[src/rtl/ender_clock_pkg.sv]
// ender_clock_pkg: shared widths, segment constants and digit positions for the clock display path
package ender_clock_pkg;
  localparam int NUM_DIGITS = 6;
  localparam int DIGIT_W = 4;
  localparam logic [6:0] SEG_DASH = 7'h40;
  localparam logic [6:0] SEG_BLANK = 7'h00;
  typedef enum logic [2:0] {SEC_U, SEC_T, MIN_U, MIN_T, HOUR_U, HOUR_T} digit_e;
  function automatic logic [DIGIT_W-1:0] digit_of(input logic [NUM_DIGITS*DIGIT_W-1:0] d, input logic [2:0] i);
    return d[{i, 2'b00} +: DIGIT_W];
  endfunction
endpackage

[src/rtl/bcd_to_seg7.sv]
// bcd_to_seg7: BCD nibble to active-high a..g pattern, non-decimal codes shown as a dash
module bcd_to_seg7
  import ender_clock_pkg::*;
(
  input  logic [3:0] i_bcd,
  output logic [6:0] o_seg
);
  always_comb begin
    o_seg = SEG_DASH;
    case (i_bcd)
      4'd0: o_seg = 7'h3F;
      4'd1: o_seg = 7'h06;
      4'd2: o_seg = 7'h5B;
      4'd3: o_seg = 7'h4F;
      4'd4: o_seg = 7'h66;
      4'd5: o_seg = 7'h6D;
      4'd6: o_seg = 7'h7D;
      4'd7: o_seg = 7'h07;
      4'd8: o_seg = 7'h7F;
      4'd9: o_seg = 7'h6F;
      default: o_seg = SEG_DASH;
    endcase
  end
endmodule

[src/rtl/clock_display_scanner.sv]
// clock_display_scanner: time-multiplexed six-digit 7-segment driver with blanking, blink and frame-atomic updates
module clock_display_scanner
  import ender_clock_pkg::*;
#(
  parameter int SCAN_DIV = 10000,
  parameter int BLANK_CYC = 500,
  parameter int LZ_SUPPRESS = 1
) (
  input  logic                          clk,
  input  logic                          rst_n,
  input  logic                          ena,
  input  logic [NUM_DIGITS*DIGIT_W-1:0] digits_bcd,
  input  logic                          digits_valid,
  input  logic [NUM_DIGITS-1:0]         blink_mask,
  input  logic                          blink_tick,
  input  logic [NUM_DIGITS-1:0]         dp_mask,
  output logic [6:0]                    seg_o,
  output logic                          dp_o,
  output logic [NUM_DIGITS-1:0]         dig_o,
  output logic                          frame_start
);
  localparam int PW = $clog2(SCAN_DIV);
  logic [PW-1:0] r_pre;
  logic [2:0] r_idx;
  logic [NUM_DIGITS*DIGIT_W-1:0] r_pend, r_disp;
  logic r_pflag, r_phase;
  logic [6:0] r_seg;
  logic r_dp, r_fs;
  logic [NUM_DIGITS-1:0] r_dig;
  logic w_slot_end, w_last, w_wrap, w_blink, w_lz;
  logic [DIGIT_W-1:0] w_nib;
  logic [6:0] w_raw, w_seg;
  logic w_dp;
  logic [NUM_DIGITS-1:0] w_dig;
  bcd_to_seg7 u_dec (.i_bcd(w_nib), .o_seg(w_raw));
  always_comb begin
    w_slot_end = r_pre == PW'(SCAN_DIV - 1);
    w_last = r_idx == HOUR_T;
    w_wrap = ena && w_slot_end && w_last;
    w_nib = digit_of(r_disp, r_idx);
    w_blink = blink_mask[r_idx] & r_phase;
    w_lz = (LZ_SUPPRESS != 0) && w_last && (w_nib == '0);
    w_seg = (w_blink || w_lz) ? SEG_BLANK : w_raw;
    w_dp = dp_mask[r_idx] & ~w_blink;
    w_dig = (r_pre < PW'(BLANK_CYC)) ? '0 : NUM_DIGITS'(1) << r_idx;
  end
  // the display register only changes on the frame wrap so a frame never mixes two times
  always_ff @(posedge clk) begin
    if (!rst_n) begin
      r_pre <= '0;
      r_idx <= SEC_U;
      r_pend <= '0;
      r_disp <= '0;
      r_pflag <= 1'b0;
      r_phase <= 1'b0;
      r_seg <= '0;
      r_dp <= 1'b0;
      r_dig <= '0;
      r_fs <= 1'b0;
    end else begin
      if (digits_valid) r_pend <= digits_bcd;
      r_pflag <= w_wrap ? 1'b0 : (r_pflag | digits_valid);
      if (w_wrap && (digits_valid || r_pflag)) r_disp <= digits_valid ? digits_bcd : r_pend;
      if (ena) begin
        r_pre <= w_slot_end ? '0 : r_pre + 1'b1;
        if (w_slot_end) r_idx <= w_last ? SEC_U : r_idx + 3'd1;
        r_phase <= r_phase ^ blink_tick;
        r_seg <= w_seg;
        r_dp <= w_dp;
        r_dig <= w_dig;
        r_fs <= (r_pre == '0) && (r_idx == SEC_U);
      end else begin
        r_seg <= '0;
        r_dp <= 1'b0;
        r_dig <= '0;
        r_fs <= 1'b0;
      end
    end
  end
  assign seg_o = r_seg;
  assign dp_o = r_dp;
  assign dig_o = r_dig;
  assign frame_start = r_fs;
endmodule

[config.mk]
export PLATFORM = sky130hd
export DESIGN_NAME = clock_display_scanner
export DESIGN_NICKNAME = d
export VERILOG_FILES = /design/src/rtl/ender_clock_pkg.sv /design/src/rtl/bcd_to_seg7.sv /design/src/rtl/clock_display_scanner.sv
export SDC_FILE = /design/constraint.sdc
export NUM_CORES = 1
export LEC_CHECK = 0
export CELL_PAD_IN_SITES_DETAIL_PLACEMENT = 0
export CELL_PAD_IN_SITES_GLOBAL_PLACEMENT = 1
export CORE_ASPECT_RATIO = 1.25
export CORE_MARGIN = 5
export CORE_UTILIZATION = 39
export DETAILED_ROUTE_END_ITERATION = 7
export GPL_ROUTABILITY_DRIVEN = 0
export GPL_TIMING_DRIVEN = 1
export PLACE_DENSITY = 0.74
export SYNTH_ARGS = -nofsm -noshare
export SYNTH_HDL_FRONTEND = slang
export SYNTH_HIERARCHICAL = 1
export SYNTH_SLANG_ARGS = --single-unit
[constraint.sdc]
create_clock -name clk -period 4.4 [get_ports clk]
set_clock_uncertainty 0.2 [all_clocks]
set_input_delay 0.66 -clock clk [delete_from_list [all_inputs] [get_ports clk]]
set_output_delay 0.66 -clock clk [all_outputs]
set_load 0.05 [all_outputs]
-- After elaboration in Yosys (flattened, before gate mapping)
Memories as Yosys holds them, arrays and structs flattened. A register that Yosys moved wholly into a read port is not among the register bits.
Cells that the tools add are included.
- bits in registers: 75
- ROM bits: 112
- bits of input ports: 41
- word-level logic and storage cells: 47
- memories: 1
- add/subtract/negate cells: 2
- $lt $le $gt $ge: 2
- eq/ne operators: 2
- shift-type cells: 2
- muxes and demuxes: 7
- bitwise logic cells: 7
- reduce and logical (&&, ||, !) cells: 15
- memory list (memory ; depth ; width ; rd ports ; clocked after Yosys merged registers in ; write ports ; RTL line ; source):
    (name not given) ; 16 ; 7 ; 1 ; 1 ; 0 ; bcd_to_seg7.sv:10 ; case (i_bcd)
- operators with widths (operator ; number):
    $mux 24 ; 1
    $shiftx 24x6->4 ; 1
    $add 14x1->14 const B ; 1
    $eq 14x14->1 const B ; 1
    $logic_not 14->1 ; 1
    $lt 14x9->1 const B ; 1
    $mux 14 ; 1
    $bmux 1 s3 ; 2
    $reduce_or 3->1 ; 2
    $shl 1x3->6 const A ; 1
    $logic_and 1x1->1 ; 5
    $logic_not 4->1 ; 1
    $lt 3x4->1 const B ; 1
    $reduce_and 2->1 ; 2
    $add 3x1->3 const B ; 1
    $eq 3x3->1 const B ; 1
    $logic_not 3->1 ; 1
    $mux 3 ; 1
    $not 1->1 ; 3
    $and 1x1->1 ; 2
    $logic_or 1x1->1 ; 2
    $mux 1 ; 2
    $reduce_or 2->1 ; 1
    $or 1x1->1 ; 1
    $xor 1x1->1 ; 1

-- Depth between registers and ports, before layout
- depth in word-level cells: 5
- depth in mapped cells: 11

-- Cells and area by module
The synthesis kept the hierarchy.
- by module, submodules not included (module ; instances ; cells each ; area an instance (um^2) ; sequential area each (um^2)):
    clock_display_scanner ; 1 ; 335 ; 3540.9 ; 1641.6
    bcd_to_seg7 ; 1 ; 30 ; 247.7 ; 0.0

-- Worst setup path before layout
Ideal clock, no wire load.
- path type: reg2reg
- start point: register r_idx[0]
- end point: register r_seg[5] (netlist: seg_o[5])
- library setup time: 0.120 ns
- arrival time: 2.638 ns
- data required time: 4.080 ns
- slack: 1.442 ns
- cell stages (with the launch flop): 11
- buffers on the path: 2
- cell sequence: dfxtp_1 -> clkbuf_1 -> clkbuf_1 -> mux2i_1 -> o21ai_0 -> inv_1 -> ha_1 -> and2b_1 -> o31a_1 -> nand2_1 -> nor2_1
- cells in the longest elaborated chain, start to end: 5
- RTL lines (what ; RTL line ; source):
    start, declared ; clock_display_scanner.sv:24 ; logic [2:0] r_idx;
    start signal, assigned ; clock_display_scanner.sv:66 ; if (w_slot_end) r_idx <= w_last ? SEC_U : r_idx + 3'd1;
    $shiftx 24x6->4 (*) ; ender_clock_pkg.sv:9 ; return d[{i, 2'b00} +: DIGIT_W];
    net w_nib[1] ; clock_display_scanner.sv:31 ; logic [DIGIT_W-1:0] w_nib;
    $logic_not 4->1 ; clock_display_scanner.sv:42 ; w_lz = (LZ_SUPPRESS != 0) && w_last && (w_nib == '0);
    $logic_and 1x1->1 ; clock_display_scanner.sv:42 ;
    $logic_or 1x1->1 ; clock_display_scanner.sv:43 ; w_seg = (w_blink || w_lz) ? SEG_BLANK : w_raw;
    $reduce_or 3->1 (no line) ; - ;
    end, declared ; clock_display_scanner.sv:27 ; logic [6:0] r_seg;
Mark *: on every way through the listed nets, which the timed path passes. The rest lies on a longest branch. The select of a mux whose other input is x is not followed.
A chain may end at the register's enable or synchronous reset.

-- Worst setup path after layout
- start point: input port ena
- end point: register r_disp[0]
- cells in the longest elaborated chain, start to end: 3
- RTL lines (what ; RTL line ; source):
    start, declared ; clock_display_scanner.sv:11 ; input logic ena,
    $logic_and 1x1->1 (2 in a row) ; clock_display_scanner.sv:39 ; w_wrap = ena && w_slot_end && w_last;
    $logic_and 1x1->1 ; clock_display_scanner.sv:63 ; if (w_wrap && (digits_valid || r_pflag)) r_disp <= digits_valid ? digits_bcd : r_pend;
    end signal, assigned ; clock_display_scanner.sv:63 ;
    end, declared ; clock_display_scanner.sv:25 ; logic [NUM_DIGITS*DIGIT_W-1:0] r_pend, r_disp;
Every way passes these cells.

==> run summary <==
The synthesized netlist occupies a cell area of around 0.0038 mm2. The number of synthesized flops with an enable pin came out at 0. Setup violations remaining at the end of the flow were counted as 0. The worst-case vdd ir drop came out at 0.195 mV.

Max-cap violations in this run came to 0. After clock tree synthesis, the clock-pin slew on the worst setup and hold paths is 0.06 ns. The repair_antennas step left the layout with diodes totalling 0. The startpoint-to-endpoint class of the critical path is in -> reg. Pin placement for this block handled 56 I/O pins. The share of synthesized area in the top cell type comes to 0.433. After detailed routing, the total wire length is 7.47 mm. The clock sink count is 82.

The footprint of the flip-flops and latches came out at 0.00164 mm2. The part of the power in the clock network is 0.459. The flip-flop and latch count after synthesis came out at ~80. Together, buffers and inverters on the worst path number 1. The standard cell core area came out at 0.00956 mm2. The number of global-route vias before repair came out at 2,651. The number of setup buffers added after CTS is 0. The number of antenna violations at the first check in global routing is 0. In the final layout, the multi-input gates occupy 0.00200 mm2.

The area added between synthesis and finish is 24.6%. The flow ran to the end, and the final reports show no timing, DRC or antenna violations. The iteration count of the initial detailed-routing pass is 4. After technology mapping, the gate count stands at between 300 and 400. Setup repair after global routing left no endpoint under its margin. The cell row count came out at 40.

Measured against its own limit, the worst slew margin works out to 0.218. The clock insertion delay at the later pin of the skew report is about 0.33 ns. The initial utilization of the core area, before any placement, comes to 0.396. The worst stage delay on the critical path is around 0.64 ns. The floorplan step set the die height to around 120 um. The number of clock buffers inserted by TritonCTS is 9.

The die covers 0.0118 mm2. CTS placed an instance of clkbuf_16 at the clock tree root. The vias per cell came out at 4.79.

The switching fraction of total power is 0.206. The number of buffers on the longest clock path came out at 2. The total via count in the routed design came out at 2,604. Summed over all instances, the cell type with the most area after synthesis is dfxtp_1.

The fraction of layout instances using a drive strength above 1 is 0.136. The residual overflow from global routing came out at 0. The kind of cell with the highest combined delay along the critical path is simple AND/OR/NAND/NOR gates. For the worst setup path, the data required time is 4.41 ns.

The first global-routing pass estimated ~13 mm of wire. The post-route fraction of the period consumed by the critical path came out at 0.751. The core utilization of the finished layout is 0.494. The post-synthesis cell type count is 41. The power per cell area is about 350 mW/mm2. After detailed routing, the number of remaining DRC violations is 0.

The count of input and output buffers is 55. The portion of total power attributed to combinational logic came out at 0.074. The path class of the tightest hold or removal check is reg -> reg.

After detailed routing, the average wire length per cell comes to 13.7 um. The post-cts sizing count is 0. The overall die width is 98.2 um.

Data on the critical path arrives at its endpoint at 3.32 ns. Sorting the synthesized cells by area gives the leading types as dfxtp_1 (43%), mux2i_1 (9.0%), mux2_4 (7.9%), nor2b_1 (4.6%), and2_1 (4.3%). The cts-stage hold buffer count came out at 0. The largest net degree at the start of global routing came out at 57.

After legalization and detailed placement, the total HPWL measured 5.32 mm. The relative contribution of sequential cells to total power came out at 0.467. The critical path's slowest cell is o2111ai_4. The switching power came out at 0.340 mW. The final-report hold violation count is 0. The share of flip-flops with an asynchronous set or reset came out at 0.

The number of nets produced by synthesis is ~410. The count of filler cells inserted in the layout came out at 883. The worst-margin pin slew is 1.16 ns. Once detail routing completed, the nets flagged for antenna violations numbered 0. The number of H-tree levels came out at 3. The final critical-path required period is 3.30 ns. The final max-slew violation count came to 0. The critical path startpoint category is a primary input. The cell leakage power came out at about 1.9 nW.

The clock tree from TritonCTS is yes. The internal power of the cells totals roughly 1.3 mW. The final layout net count came out at 463. The overall routing resource usage is 0.131. Summed over all failing endpoints, the final setup total negative slack is 0 ns. The portion of the post-synthesis area used by sequential elements is 0.433. The first-iteration detailed-routing DRC count came out at 110. The average cell area after synthesis came out at 10.4 um2. STA classifies the critical path endpoint as a register. The maximum frequency from static timing analysis is ~300 MHz. The peak fanout along the critical path came out at 24.

The primary flip-flop cell chosen by synthesis mapping is dfxtp_1. The signal on the critical path passes through clkdlybuf4s50_1 -> nand4_1 -> nor4_4 -> o2111ai_4 -> mux2_4. During synthesis, Yosys emitted a total of 6 warnings.
## cell usage after synthesis, drive strengths merged (2+ instances only)
| cell type | count |
|---|---|
| a21o | 3 |
| and2 | 26 |
| buf | 6 |
| clkbuf | 14 |
| dfxtp | 82 |
| ha | 8 |
| inv | 10 |
| mux2 | 26 |
| mux2i | 34 |
| mux4 | 5 |
| nand2 | 24 |
| nand2b | 4 |
| nand3 | 6 |
| nand4 | 4 |
| nor2 | 30 |
| nor2b | 28 |
| nor3 | 6 |
| nor4 | 8 |
| o21ai | 7 |
| o22ai | 3 |
| or4 | 2 |
| xnor2 | 9 |
| xor2 | 6 |
## power by group through the flow
stage / Combinational, mW / Clock (mW) / Sequential, mW
2_1_floorplan: 0.0523 / 0 / 0.802
3_3_place_gp: 0.123 / 0 / 0.788
3_5_place_dp: 0.125 / 0 / 0.788
4_1_cts: 0.125 / 0.780 / 0.772
5_1_grt: 0.134 / 0.807 / 0.773
6_report: 0.122 / 0.758 / 0.771
## through the flow
stage	instances	hold WS, ns	cell area (um2)	total power [mW]	setup WS (ns)
finish	544	0.322	4720	1.65	1.10
global route	544	0.356	4720	1.71	0.876
CTS	544	0.328	4720	1.68	1.07
detailed placement	529	0.322	4410	0.913	0.740
global placement	529	0.313	4410	0.911	0.819
floorplan	365	0.292	3790	0.854	1.44
## path summary, 6_finish.rpt
path	endpoint	depth (start not counted)	from	slack (ns)
setup / recovery	r_disp[0]	5	ena	1.10
hold / removal	r_pend[7]	2	r_pend[7]	0.32
setup reg to reg	seg_o[3]	8	r_idx[0]	1.44
hold reg to reg	r_pend[7]	2	r_pend[7]	0.32
## kinds of logic after synthesis
group | count (synthesis) | synth area share
AO/OA/AOI/OAI | 21 | 0.0443
XOR/XNOR | 15 | 0.0347
multiplexers | 65 | 0.217
adder cells (fa/ha/maj) | 8 | 0.0264
AND/OR/NAND/NOR | 144 | 0.207
flip-flops | 82 | 0.433
buffers and inverters | 30 | 0.0376
## area by class of cell
type	instances	share of cell area
multi-input cells	253	0.425
repair buffers	58	0.121
well taps	126	0.0334
clock inverters	2	0.00742
inverters	10	0.00795
flip-flops and latches	82	0.348
clock buffers	13	0.0573
## state kept, by name, indices dropped and copies added, names as in the netlist, 3 cells and up
name / count
dig_o: 6
r_disp: 24
r_idx: 3
r_pend: 24
r_pre: 14
seg_o: 7
## metal layers
layer  vias up  track usage  wire length, um
li1       1334            -                -
met1      1207        0.163             3410
met2        50        0.216             3610
met3        13       0.0265              277
met4         0       0.0675              170
met5         -            0                0
## layout by cell type (no fill, tap or decap), types with 3 or more instances in the layout
| cell | count |
|---|---|
| nand2b_1 | 4 |
| mux2i_1 | 34 |
| mux2_2 | 6 |
| nand4_1 | 4 |
| and2_1 | 26 |
| mux2_4 | 20 |
| buf_4 | 3 |
| nor4_1 | 7 |
| o22ai_1 | 3 |
| ha_1 | 8 |
| xnor2_1 | 9 |
| nor2_1 | 30 |
| clkdlybuf4s50_1 | 55 |
| dfxtp_1 | 82 |
| clkbuf_16 | 9 |
| inv_1 | 10 |
| clkbuf_8 | 3 |
| nand3_1 | 6 |
| xor2_1 | 6 |
| nor2b_1 | 28 |
| a21o_1 | 3 |
| o21ai_0 | 7 |
| nor3_1 | 6 |
| mux4_2 | 5 |
| nand2_1 | 24 |
## tightest hold or removal path, stage by stage (launching register included)
cell and delay [ns]:
dfxtp_1 0.29, mux2i_1 0.11, nor2b_1 0.07
No activity file was read; power rests on OpenSTA's default activity.
